===== config.mk =====
export PLATFORM = sky130hd
export DESIGN_NAME = seq_alu_flat
export DESIGN_NICKNAME = d
export VERILOG_FILES = /design/src/rtl/seq_alu_if.sv /design/src/rtl/seq_alu.sv /design/src/flat_wrapper.sv
export SDC_FILE = /design/constraint.sdc
export NUM_CORES = 1
export LEC_CHECK = 0
export CORE_MARGIN = 2
export CORE_UTILIZATION = 43
export CTS_BUF_LIST = sky130_fd_sc_hd__clkbuf_8
export DETAILED_ROUTE_END_ITERATION = 10
export DONT_BUFFER_PORTS = 1
export HOLD_SLACK_MARGIN = 0.08
export PLACE_DENSITY = 0.64
export SYNTH_ARGS = -nofsm -noshare
export SYNTH_HDL_FRONTEND = slang
export SYNTH_SLANG_ARGS = --single-unit
export TNS_END_PERCENT = 50

===== constraint.sdc =====
create_clock -name clk -period 4.55 [get_ports clk]
set_clock_uncertainty 0.05 [all_clocks]
set_input_delay 0.455 -clock clk [delete_from_list [all_inputs] [get_ports clk]]
set_output_delay 0.455 -clock clk [all_outputs]
set_load 0.005 [all_outputs]

===== src/rtl/seq_alu_if.sv =====
`default_nettype none
// +----------------------------------------------------------------------------+
// | seq_alu_if : request/result bundle between a host and the sequential ALU    |
// | Revision   : 1.0                                                           |
// +----------------------------------------------------------------------------+
interface seq_alu_if #(
    parameter int WIDTH = 4
);
    logic                   start;
    logic [WIDTH-1:0]       a;
    logic [WIDTH-1:0]       b;
    logic [2:0]             op_code;
    logic [2*WIDTH-1:0]     result;
    logic                   busy;
    logic                   done;
    logic                   carry;
    logic                   zero;
    logic                   div_by_zero;
    logic                   illegal;

    modport master (
        output start, a, b, op_code,
        input  result, busy, done, carry, zero, div_by_zero, illegal
    );

    modport slave (
        input  start, a, b, op_code,
        output result, busy, done, carry, zero, div_by_zero, illegal
    );
endinterface
`default_nettype wire


===== src/rtl/seq_alu.sv =====
`default_nettype none
// +----------------------------------------------------------------------------+
// | seq_alu : multi-cycle ALU; single-cycle logic ops, iterative MUL/DIV        |
// | Revision: 1.0                                                              |
// +----------------------------------------------------------------------------+
module seq_alu #(
    parameter int WIDTH = 4
) (
    input  wire logic   clk,
    input  wire logic   rst,
    seq_alu_if.slave    bus
);
    localparam int         c_CNT_W  = $clog2(WIDTH + 1);
    localparam logic [2:0] c_OP_ADD = 3'b000;
    localparam logic [2:0] c_OP_SUB = 3'b001;
    localparam logic [2:0] c_OP_MUL = 3'b010;
    localparam logic [2:0] c_OP_DIV = 3'b011;
    localparam logic [2:0] c_OP_AND = 3'b100;
    localparam logic [2:0] c_OP_OR  = 3'b101;
    localparam logic [2:0] c_OP_XOR = 3'b110;

    typedef enum logic [1:0] {
        S_IDLE = 2'd0,
        S_EXEC = 2'd1,
        S_DONE = 2'd2
    } state_t;

    state_t               r_state;
    state_t               w_state_next;

    logic [WIDTH-1:0]     r_a;
    logic [WIDTH-1:0]     r_b;
    logic [2:0]           r_op;
    logic [c_CNT_W-1:0]   r_cnt;

    logic [2*WIDTH-1:0]   r_acc;
    logic [2*WIDTH-1:0]   r_mcand;
    logic [WIDTH-1:0]     r_mplier;
    logic [WIDTH-1:0]     r_rem;
    logic [WIDTH-1:0]     r_quo;

    logic [2*WIDTH-1:0]   r_result;
    logic                 r_carry;
    logic                 r_zero;
    logic                 r_dbz;
    logic                 r_illegal;

    logic                 w_accept;
    logic                 w_iter;
    logic                 w_last;
    logic [WIDTH:0]       w_sum;
    logic [WIDTH:0]       w_diff;
    logic [WIDTH:0]       w_div_shift;
    logic [WIDTH:0]       w_div_trial;
    logic [2*WIDTH-1:0]   w_res;
    logic                 w_carry;
    logic                 w_dbz;
    logic                 w_illegal;

    // busy is low in DONE, so a start held through the done cycle is taken
    assign w_accept = (r_state != S_EXEC) && bus.start;
    assign w_iter   = (bus.op_code == c_OP_MUL) ||
                      ((bus.op_code == c_OP_DIV) && (bus.b != '0));
    assign w_last   = (r_state == S_EXEC) && (r_cnt == '0);

    always_ff @(posedge clk or negedge rst) begin
        if (!rst) begin
            r_state <= S_IDLE;
        end else begin
            r_state <= w_state_next;
        end
    end

    always_comb begin
        w_state_next = r_state;
        case (r_state)
            S_IDLE:  if (bus.start) w_state_next = S_EXEC;
            S_EXEC:  if (r_cnt == '0) w_state_next = S_DONE;
            S_DONE:  w_state_next = bus.start ? S_EXEC : S_IDLE;
            default: w_state_next = S_IDLE;
        endcase
    end

    // One restoring-division step: shift in the next dividend bit, trial subtract
    assign w_div_shift = {r_rem, r_quo[WIDTH-1]};
    assign w_div_trial = w_div_shift - {1'b0, r_b};

    always_ff @(posedge clk or negedge rst) begin
        if (!rst) begin
            r_a      <= '0;
            r_b      <= '0;
            r_op     <= '0;
            r_cnt    <= '0;
            r_acc    <= '0;
            r_mcand  <= '0;
            r_mplier <= '0;
            r_rem    <= '0;
            r_quo    <= '0;
        end else if (w_accept) begin
            r_a      <= bus.a;
            r_b      <= bus.b;
            r_op     <= bus.op_code;
            r_cnt    <= w_iter ? c_CNT_W'(WIDTH) : '0;
            r_acc    <= '0;
            r_mcand  <= {{WIDTH{1'b0}}, bus.a};
            r_mplier <= bus.b;
            r_rem    <= '0;
            r_quo    <= bus.a;
        end else if ((r_state == S_EXEC) && (r_cnt != '0)) begin
            r_cnt <= r_cnt - 1'b1;
            if (r_op == c_OP_MUL) begin
                r_acc    <= r_acc + (r_mplier[0] ? r_mcand : '0);
                r_mcand  <= r_mcand << 1;
                r_mplier <= r_mplier >> 1;
            end
            if (r_op == c_OP_DIV) begin
                if (w_div_trial[WIDTH]) begin
                    r_rem <= w_div_shift[WIDTH-1:0];
                end else begin
                    r_rem <= w_div_trial[WIDTH-1:0];
                end
                r_quo <= {r_quo[WIDTH-2:0], ~w_div_trial[WIDTH]};
            end
        end
    end

    assign w_sum  = {1'b0, r_a} + {1'b0, r_b};
    assign w_diff = {1'b0, r_a} - {1'b0, r_b};

    always_comb begin
        w_res     = '0;
        w_carry   = 1'b0;
        w_dbz     = 1'b0;
        w_illegal = 1'b0;
        case (r_op)
            c_OP_ADD: begin
                w_res   = {{(WIDTH-1){1'b0}}, w_sum};
                w_carry = w_sum[WIDTH];
            end
            c_OP_SUB: begin
                // w_diff[WIDTH] is both the borrow and the sign of the exact difference
                w_res   = {{(WIDTH-1){w_diff[WIDTH]}}, w_diff};
                w_carry = w_diff[WIDTH];
            end
            c_OP_MUL: w_res = r_acc;
            c_OP_DIV: begin
                if (r_b == '0) begin
                    w_res = {r_a, {WIDTH{1'b1}}};
                    w_dbz = 1'b1;
                end else begin
                    w_res = {r_rem, r_quo};
                end
            end
            c_OP_AND: w_res = {{WIDTH{1'b0}}, r_a & r_b};
            c_OP_OR:  w_res = {{WIDTH{1'b0}}, r_a | r_b};
            c_OP_XOR: w_res = {{WIDTH{1'b0}}, r_a ^ r_b};
            default:  w_illegal = 1'b1;
        endcase
    end

    always_ff @(posedge clk or negedge rst) begin
        if (!rst) begin
            r_result  <= '0;
            r_carry   <= 1'b0;
            r_zero    <= 1'b0;
            r_dbz     <= 1'b0;
            r_illegal <= 1'b0;
        end else if (w_last) begin
            r_result  <= w_res;
            r_carry   <= w_carry;
            r_zero    <= (w_res == '0);
            r_dbz     <= w_dbz;
            r_illegal <= w_illegal;
        end
    end

    assign bus.result      = r_result;
    assign bus.busy        = (r_state == S_EXEC);
    assign bus.done        = (r_state == S_DONE);
    assign bus.carry       = r_carry;
    assign bus.zero        = r_zero;
    assign bus.div_by_zero = r_dbz;
    assign bus.illegal     = r_illegal;
endmodule
`default_nettype wire

===== src/flat_wrapper.sv =====
// flat-port wrapper written by rule: the top's interface ports become plain ports
module seq_alu_flat 
#(
    parameter int WIDTH = 4
)
  (clk, rst, bus_start, bus_a, bus_b, bus_op_code, bus_result, bus_busy, bus_done, bus_carry, bus_zero, bus_div_by_zero, bus_illegal);
  seq_alu_if #(.WIDTH(WIDTH)) bus_i ();
  input  wire logic clk;
  input  wire logic rst;
  input wire logic [$bits(bus_i.start)-1:0] bus_start;
  input wire logic [$bits(bus_i.a)-1:0] bus_a;
  input wire logic [$bits(bus_i.b)-1:0] bus_b;
  input wire logic [$bits(bus_i.op_code)-1:0] bus_op_code;
  output wire logic [$bits(bus_i.result)-1:0] bus_result;
  output wire logic [$bits(bus_i.busy)-1:0] bus_busy;
  output wire logic [$bits(bus_i.done)-1:0] bus_done;
  output wire logic [$bits(bus_i.carry)-1:0] bus_carry;
  output wire logic [$bits(bus_i.zero)-1:0] bus_zero;
  output wire logic [$bits(bus_i.div_by_zero)-1:0] bus_div_by_zero;
  output wire logic [$bits(bus_i.illegal)-1:0] bus_illegal;
  assign bus_i.start = bus_start;
  assign bus_i.a = bus_a;
  assign bus_i.b = bus_b;
  assign bus_i.op_code = bus_op_code;
  assign bus_result = bus_i.result;
  assign bus_busy = bus_i.busy;
  assign bus_done = bus_i.done;
  assign bus_carry = bus_i.carry;
  assign bus_zero = bus_i.zero;
  assign bus_div_by_zero = bus_i.div_by_zero;
  assign bus_illegal = bus_i.illegal;
  seq_alu #(.WIDTH(WIDTH)) u_core (.clk(clk), .rst(rst), .bus(bus_i));
endmodule

# Word-level counts from Yosys, hierarchy flattened
# Cells that the tools add are included.
[word_totals]
wordCells = 86
register_bits = 56
in_bits = 14
out_inout_bits = 14
[classes]
addsub = 5
bitwise = 4
n_eq_ne = 13
muxes = 30
n_reduce_logical = 19
[ops]
columns = ["cell", "n"]
rows = [
  ["$mux 8", 8],
  ["$pmux 8 s7", 1],
  ["$mux 4", 10],
  ["$eq 3x2->1 const B", 4],
  ["$eq 3x3->1 const B", 3],
  ["$mux 3", 3],
  ["$add 8x8->8", 1],
  ["$logic_not 8->1", 1],
  ["$reduce_or 7->1", 1],
  ["$logic_not 3->1", 2],
  ["$pmux 2 s3", 1],
  ["$reduce_and 2->1", 3],
  ["$reduce_bool 2->1", 3],
  ["$add 4x4->5", 1],
  ["$sub 4x4->5", 1],
  ["$sub 5x4->5", 1],
  ["$and 4x4->4", 1],
  ["$logic_and 1x1->1", 4],
  ["$logic_not 4->1", 1],
  ["$mux 1", 4],
  ["$mux 2", 2],
  ["$ne 2x1->1 const B", 2],
  ["$or 4x4->4", 1],
  ["$reduce_bool 4->1", 1],
  ["other kinds (11)", 11],
]

# Logic depth before layout (Yosys ltp)
# Gate-level depths: netlist (run 1).
[depth]
depth_word = 5
depth_mapped = 10
mapped_depth_nobuf = 10

# Worst setup path after synthesis (run 1)
# Ideal clock, no wire load.
[synth_path]
path_type = "reg2reg"
from = "register u_core.r_b[0]"
to = "register u_core.r_zero, in the netlist u_core.bus.zero"
arrival_ns = 2.245
path_buffers = 0
required_ns = 4.433
period_less_slack_ns = 2.362
setup_ns = 0.067
path_stages_with_launch = 10
path_slack_ns = 2.188
path_cell_list = "dfrtp_1 > ha_1 > inv_1 > fa_1 > inv_1 > mux4_2 > o21ai_0 > nand2_1 > nor4_1 > a32o_1"
[synth_between]
elab_chain_cells = 4
elab_cells_between_ends = 9
cone_classes = "2 x add/sub; 2 x mux; 3 x bitwise; 2 x reduce/logical"
[synth_rtl]
columns = ["item", "line_no", "source"]
rows = [
  ["from (decl)", "seq_alu.sv:32", "logic [WIDTH-1:0] r_b;"],
  ["from (signal assigned)", "seq_alu.sv:101", "r_b <= bus.b;"],
  ["parallel branches: the longest is 2 deep, another holds $sub 4x4->5", "-", ""],
  ["$pmux 8 s7 (*)", "seq_alu.sv:135", "case (r_op)"],
  ["$logic_not 8->1 (*)", "seq_alu.sv:171", "r_zero <= (w_res == '0);"],
  ["to (signal assigned)", "seq_alu.sv:171", ""],
  ["to (decl)", "seq_alu.sv:44", "logic r_zero;"],
]
# Every way passes the cells marked *.
# A chain may end at the register's enable or synchronous reset.

# Final worst setup path (run 1)
# Ends and elaborated chain as after synthesis.

==> impl_metrics.yaml, run 1 <==
run_status:
  status: "complete, no violations"
worst_setup_path:
  cp.required_ns: 4.75
  r2r_slack_ns: 1.94
  worstPathMaxFanout: 5
  cp-end-kind: "flop"
  setup.worst_path.class: "flop to flop"
  critPathLaunchType: "flop"
  crit_arrival_ns: 2.82
power_and_ir_drop:
  leakagePower_nw: 1.69
  p_sw_w: 0.00108
  peakVddDrop_uv: 375
  powerDensity_nw_per_um2: 666
  clkPwrFrac_pct: 11.9
  comb_power_share_pct: 49.9
  swShare_pct: 45.1
  intPower_w: 0.00132
  seq_power_share_pct: 38.2
placed_design:
  place_hpwl_microns: 5770
  place.gp.congestion: 0.856
  io_buffers: 0
  post-place-ws_ns: 1.93
final_layout:
  multiInputGateArea_sq_um: 1830
  area_growth_syn_to_layout_pct: 6.23
  nFillCells: 765
  antenna_cells: 0
  fin_nets: 414
  drive_above_1_share_pct: 4.84
  seqCellArea_sq_um: 1400
clock_network:
  cts_sinks: 56
  htree_num_levels: 2
  ctsLongestPathBuffers: 2
  post-cts-setup-buffers: 0
  clock_latency_ns: 0.31
  cts_tree: "done"
  numCtsBuffers: 5
  clkTransAtPathRegs_ns: 0.10
  clock_tree.root_cell: "clkbuf_8"
logic_synthesis:
  syn_inst: 375
  synth_seq_cells: 56
  synth_area_leader_cell: "dfrtp_1"
  synth_area_sq_um: 3390
  ys.flop_type: "dfrtp_1"
  synth_top_area_share_pct: 41.3
  yosysWarningCount: 0
  syn-mean-instance-area_sq_um: 9.05
  synth_edf_count: 0
  synth.area.top_cells: "dfrtp_1 (41%), ha_1 (9.2%), nand2_1 (6.6%)"
  synth_nets: 418
  yosysSeqAreaShare_pct: 41.3
  async_flop_share_pct: 100
  ys_types: 48
routing:
  routed_via_density: 5.54
  dr.first_iter.drc_count: 144
  drt_pre_antenna_iters: 4
  ant_nets: 0
  vias: 2627
  wl_per_cell_microns: 16.5
  drt_wl_total_microns: 7840
  drcViolationCount: 0
timing:
  slew-limit-headroom_pct: 28.8
  fmax_mhz: 382
  finalSetupTns_ns: 0
  final_hold_viol_count: 0
  setup_viol: 0
  fin_crit_sh_pct: 57.5
  worst_pin_slew_ns: 1.07
  fin_ws_ns: 1.94
  fin_crit_ns: 2.61
  drv_slew: 0
  rsz0062_at_grt: "no"
floorplan:
  ios: 28
  core_sq_um: 7690
  fp.dieW_microns: 92.9
  start_util_pct: 44.2
  rows: 32
  die_y_microns: 92.9
  dieArea_sq_um: 8620
grt:
  grt_pass1_vias: 2530
  grt_max_degree: 57
  grt_pass1_wl_microns: 13100
  grt_overflow_total: 0
  antenna_found_initial: 0
  grt_use_total_pct: 19.6
worst_hold_path:
  hold_path_class: "input pin to flop"
flow_run:
  maxCapViolCount: 0
==> cell usage after synthesis, types with 4 or more instances <==
library cell / n
nand2b_1: 4
mux2i_1: 12
nand3_1: 24
o21ai_0: 37
buf_2: 5
nor2_1: 20
o211ai_1: 5
a21o_1: 5
dfrtp_1: 56
a21oi_1: 14
xnor2_1: 8
nor3_1: 4
ha_1: 25
and2_1: 8
inv_1: 24
nand2_1: 60
fa_1: 4
clkbuf_1: 10
==> registers in the layout, summed over array words and instances, names as in the netlist <==
name / flops
u_core.bus.carry: 1
u_core.bus.div_by_zero: 1
u_core.bus.illegal: 1
u_core.bus.result: 8
u_core.bus.zero: 1
u_core.r_a: 4
u_core.r_acc: 8
u_core.r_b: 4
u_core.r_cnt: 3
u_core.r_mcand: 8
u_core.r_mplier: 4
u_core.r_op: 3
u_core.r_quo: 4
u_core.r_rem: 4
u_core.r_state: 2
==> layout by cell type (no fill, tap or decap), types with 2 or more instances in the layout <==
| cell type | count |
|---|---|
| clkbuf_8 | 6 |
| o21bai_1 | 2 |
| a31oi_1 | 3 |
| and2_1 | 8 |
| nand3_1 | 24 |
| xor2_1 | 3 |
| mux2_2 | 3 |
| a211oi_1 | 3 |
| mux2i_1 | 12 |
| nor3_1 | 4 |
| fa_1 | 4 |
| nor2_1 | 20 |
| xnor2_1 | 8 |
| o21ai_1 | 3 |
| nand2_1 | 60 |
| o211ai_1 | 5 |
| a21oi_1 | 14 |
| and3_1 | 2 |
| o21a_1 | 2 |
| ha_1 | 25 |
| a2111oi_0 | 2 |
| nand3b_1 | 3 |
| a21o_1 | 5 |
| nor4_1 | 2 |
| inv_1 | 25 |
| a221o_1 | 2 |
| buf_4 | 2 |
| or3_1 | 3 |
| o21ai_0 | 37 |
| dfrtp_1 | 56 |
| nand2b_1 | 4 |
==> what timing repair did <==
| action | in CTS | in global routing |
|---|---|---|
| resized for setup | 0 | 0 |
| hold endpoints to repair | 56 | 0 |
| hold buffers | 2 | 0 |
==> metal layers <==
| metal | vias up | share of wire (%) | routed length [microns] | GRT usage, % |
|---|---|---|---|---|
| met4 | 0 | 0.94 | 74 | 4.78 |
| met3 | 5 | 4.6 | 364 | 3.42 |
| met2 | 68 | 45 | 3550 | 30.9 |
| met1 | 1264 | 49 | 3840 | 28.1 |
| met5 | - | 0 | 0 | 0 |
| li1 | 1290 | - | - | - |
==> worst max-delay path: stages, from the launching register on <==
cell	delay, ns
dfrtp_1	0.48
ha_1	0.23
inv_1	0.06
fa_1	0.48
inv_1	0.04
mux4_2	0.44
o21ai_0	0.23
nand2_1	0.09
nor4_1	0.26
a32o_1	0.20
==> power groups by stage <==
stage | combinational, W | clock, W | sequential, W
floorplan | 0.000999 | 0 | 0.000809
global placement | 0.00115 | 0 | 0.000914
detailed placement | 0.00118 | 0 | 0.000924
CTS | 0.00120 | 0.000297 | 0.000913
global route | 0.00136 | 0.000319 | 0.000950
finish | 0.00120 | 0.000287 | 0.000918
==> stage by stage <==
stage          power, W  utilization [%]  hold slack [ns]  instance area (sq um)  std cells
5_1_grt         0.00263             46.9            0.178                   3610        474
4_1_cts         0.00241             46.9            0.183                   3610        474
2_1_floorplan   0.00181                -            0.109                   3390        375
3_5_place_dp    0.00210             45.2            0.111                   3470        464
3_3_place_gp    0.00207             45.2            0.111                   3470        464
6_report        0.00240             46.9            0.188                   3610        474
==> layout make-up <==
cell class	count	share of cell area, %
well taps	102	3.54
inverters	26	2.71
multi-input cells	278	50.8
clock inverters	2	0.312
clock buffers	6	2.29
flip-flops and latches	56	38.9
repair buffers	4	1.46
==> worst paths after layout <==
kind / to / startpoint / depth (start not counted)
max reg2reg: u_core.bus.zero$_DFFE_PN0P_ / u_core.r_b[0]$_DFFE_PN0P_ / 9
max in group asynchronous: u_core.r_a[1]$_DFFE_PN0P_ / rst / 2
max: u_core.bus.zero$_DFFE_PN0P_ / u_core.r_b[0]$_DFFE_PN0P_ / 9
min reg2reg: u_core.r_mplier[3]$_DFFE_PN0P_ / u_core.r_mplier[3]$_DFFE_PN0P_ / 2
min: u_core.r_op[0]$_DFFE_PN0P_ / bus_op_code[0] / 2
min in group asynchronous: u_core.bus.result[3]$_DFFE_PN0P_ / rst / 2
==> cell families (layout without fill, tap and decap cells) <==
kind of cell               after synthesis  count (layout)  share of synthesized area, %
and+or+nand+nor                        140             140                          19.9
AOI/OAI and AO/OA                       82              82                          14.4
DFF                                     56              56                          41.3
buffers and inverters                   41              38                          4.72
adders and majority gates               29              29                          11.6
muxes                                   16              16                          5.20
xor gates and xnor gates                11              11                          2.84
No activity file was read; power rests on OpenSTA's default activity.
==> run 2: changes to the inputs <==
Settings changed: PLACE_DENSITY 0.64 to 0.66.
Clock period 4.55 ns to 2.4 ns, I/O delays scaled along.
==> impl_metrics.yaml, run 2 (same netlist as run 1, synthesis figures left out) <==
routing:
  drt_wl_total_microns: 8070
  drt_pre_antenna_iters: 4
  routed_via_density: 5.44
  dr.first_iter.drc_count: 259
  wl_per_cell_microns: 15.9
  drcViolationCount: 0
  ant_nets: 0
  vias: 2758
timing:
  worst_pin_slew_ns: 0.425
  fmax_mhz: 428
  fin_crit_ns: 2.34
  fin_crit_sh_pct: 97.4
  final_hold_viol_count: 0
  drv_slew: 0
  setup_viol: 0
  slew-limit-headroom_pct: 71.7
  fin_ws_ns: 0.0635
  finalSetupTns_ns: 0
  rsz0062_at_grt: "yes"
floorplan:
  core_sq_um: 7690
  rows: 32
  die_y_microns: 92.9
  ios: 28
  fp.dieW_microns: 92.9
  dieArea_sq_um: 8620
  start_util_pct: 44.2
worst_setup_path:
  cpPeakStageDelay_ns: 0.48
  crit_slowest_cell: "fa_1"
  critPathLaunchType: "flop"
  worstPathMaxFanout: 3
  worst_path_most_repeated_cell: "inv_1"
  cp_top_family: "adder cells"
  cp.required_ns: 2.61
  cp-end-kind: "flop"
  setup.worst_path.class: "flop to flop"
  worst-path-buf-inv: 2
  crit_arrival_ns: 2.55
  worstPathCellList: "ha_2 -> inv_1 -> fa_1 -> inv_1 -> mux4_2 -> o21ai_2 -> nand2_1 -> nor4_2 -> a32o_1"
grt:
  grt_pass1_vias: 2733
  grt_overflow_total: 0
  antenna_found_initial: 0
  grt_max_degree: 57
  grt_use_total_pct: 20.1
  grt_pass1_wl_microns: 13400
final_layout:
  fin_nets: 447
  antenna_cells: 0
  drive_above_1_share_pct: 12.3
  post-route-util_pct: 51.1
  area_growth_syn_to_layout_pct: 15.8
  mostFrequentLayoutCell: "nand2_1"
  instances_no_fill: 507
  final_cell_mix: "nand2_1 (60), dfrtp_1 (56), o21ai_0 (35)"
placed_design:
  place_hpwl_microns: 6100
  post-place-ws_ns: -0.0203
  dp_cells: 488
  place.gp.congestion: 0.852
  io_buffers: 0
clock_network:
  post-cts-setup-buffers: 0
  ctsLongestPathBuffers: 2
  clock_tree.root_cell: "clkbuf_8"
  clkTransAtPathRegs_ns: 0.10
  cts_sinks: 56
  numCtsBuffers: 5
  clock_latency_ns: 0.32
  htree_num_levels: 2
  cts_tree: "done"
power_and_ir_drop:
  peakVddDrop_uv: 500
  leakagePower_nw: 1.86
  powerDensity_nw_per_um2: 1280
worst_hold_path:
  hold_path_class: "input pin to flop"
flow_run:
  maxCapViolCount: 0
run_status:
  status: "complete, no violations"
[run 2: repair_timing]
item | CTS | global route
pin swaps | 0 | 0
endpoints found under the hold margin | 72 | 0
gates cloned | 0 | 0
gates resized for setup | 1 | 10
hold buffers | 11 | 0
setup endpoints to repair | 1 | 7
[run 2: routing by layer]
| layer | vias to the layer above | share of wire, % | global-route usage [%] |
|---|---|---|---|
| met5 | - | 0 | 0 |
| met4 | 0 | 0.69 | 4.53 |
| met3 | 4 | 9.1 | 5.29 |
| met2 | 89 | 45 | 30.6 |
| met1 | 1315 | 45 | 28.8 |
| li1 | 1350 | - | - |
[run 2: power breakdown]
part | internal [W] | leakage [nW] | total (W) | switching [W]
sequential | 0.00128 | 0.724 | 0.00160 | 0.000320
clock | 0.000310 | 0.0541 | 0.000649 | 0.000339
combinational | 0.00125 | 1.08 | 0.00277 | 0.00152
[run 2: final cells by class]
class	instances	area [sq um]
Timing Repair Buffer	37	323
Inverter	26	97.6
Multi-Input combinational cell	278	1870
Clock inverter	3	42.5
Clock buffer	5	68.8
Sequential cell	56	1400
Fill cell	752	3760
Tap cell	102	128
[run 2: worst paths after layout]
check,start,end,slack [ns],cells after the start
max in group asynchronous,rst,u_core.r_quo[2]$_DFFE_PN0P_,1.67,2
min reg2reg,u_core.r_mplier[2]$_DFFE_PN0P_,u_core.r_mplier[2]$_DFFE_PN0P_,0.44,2
min in group asynchronous,rst,u_core.r_a[0]$_DFFE_PN0P_,0.37,2
max reg2reg,u_core.r_b[0]$_DFFE_PN0P_,u_core.bus.zero$_DFFE_PN0P_,0.06,9
min,bus_b[0],u_core.r_mplier[0]$_DFFE_PN0P_,0.09,2
max,u_core.r_b[0]$_DFFE_PN0P_,u_core.bus.zero$_DFFE_PN0P_,0.06,9
[run 2: per-stage QoR]
step           total power (W)  hold slack [ns]  cell area (sq um)
3_3_place_gp           0.00420           -0.104               3650
5_1_grt                0.00546            0.101               3930
2_1_floorplan          0.00343           -0.106               3390
6_report               0.00502           0.0921               3930
3_5_place_dp           0.00427           -0.104               3650
4_1_cts                0.00496           0.0840               3890
==> run 3: changes to the inputs <==
Settings changed: CTS_CLUSTER_SIZE from default to 14.
==> results of run 3 <==
The final DEF is identical to that of run 2; final timing and power are the same.
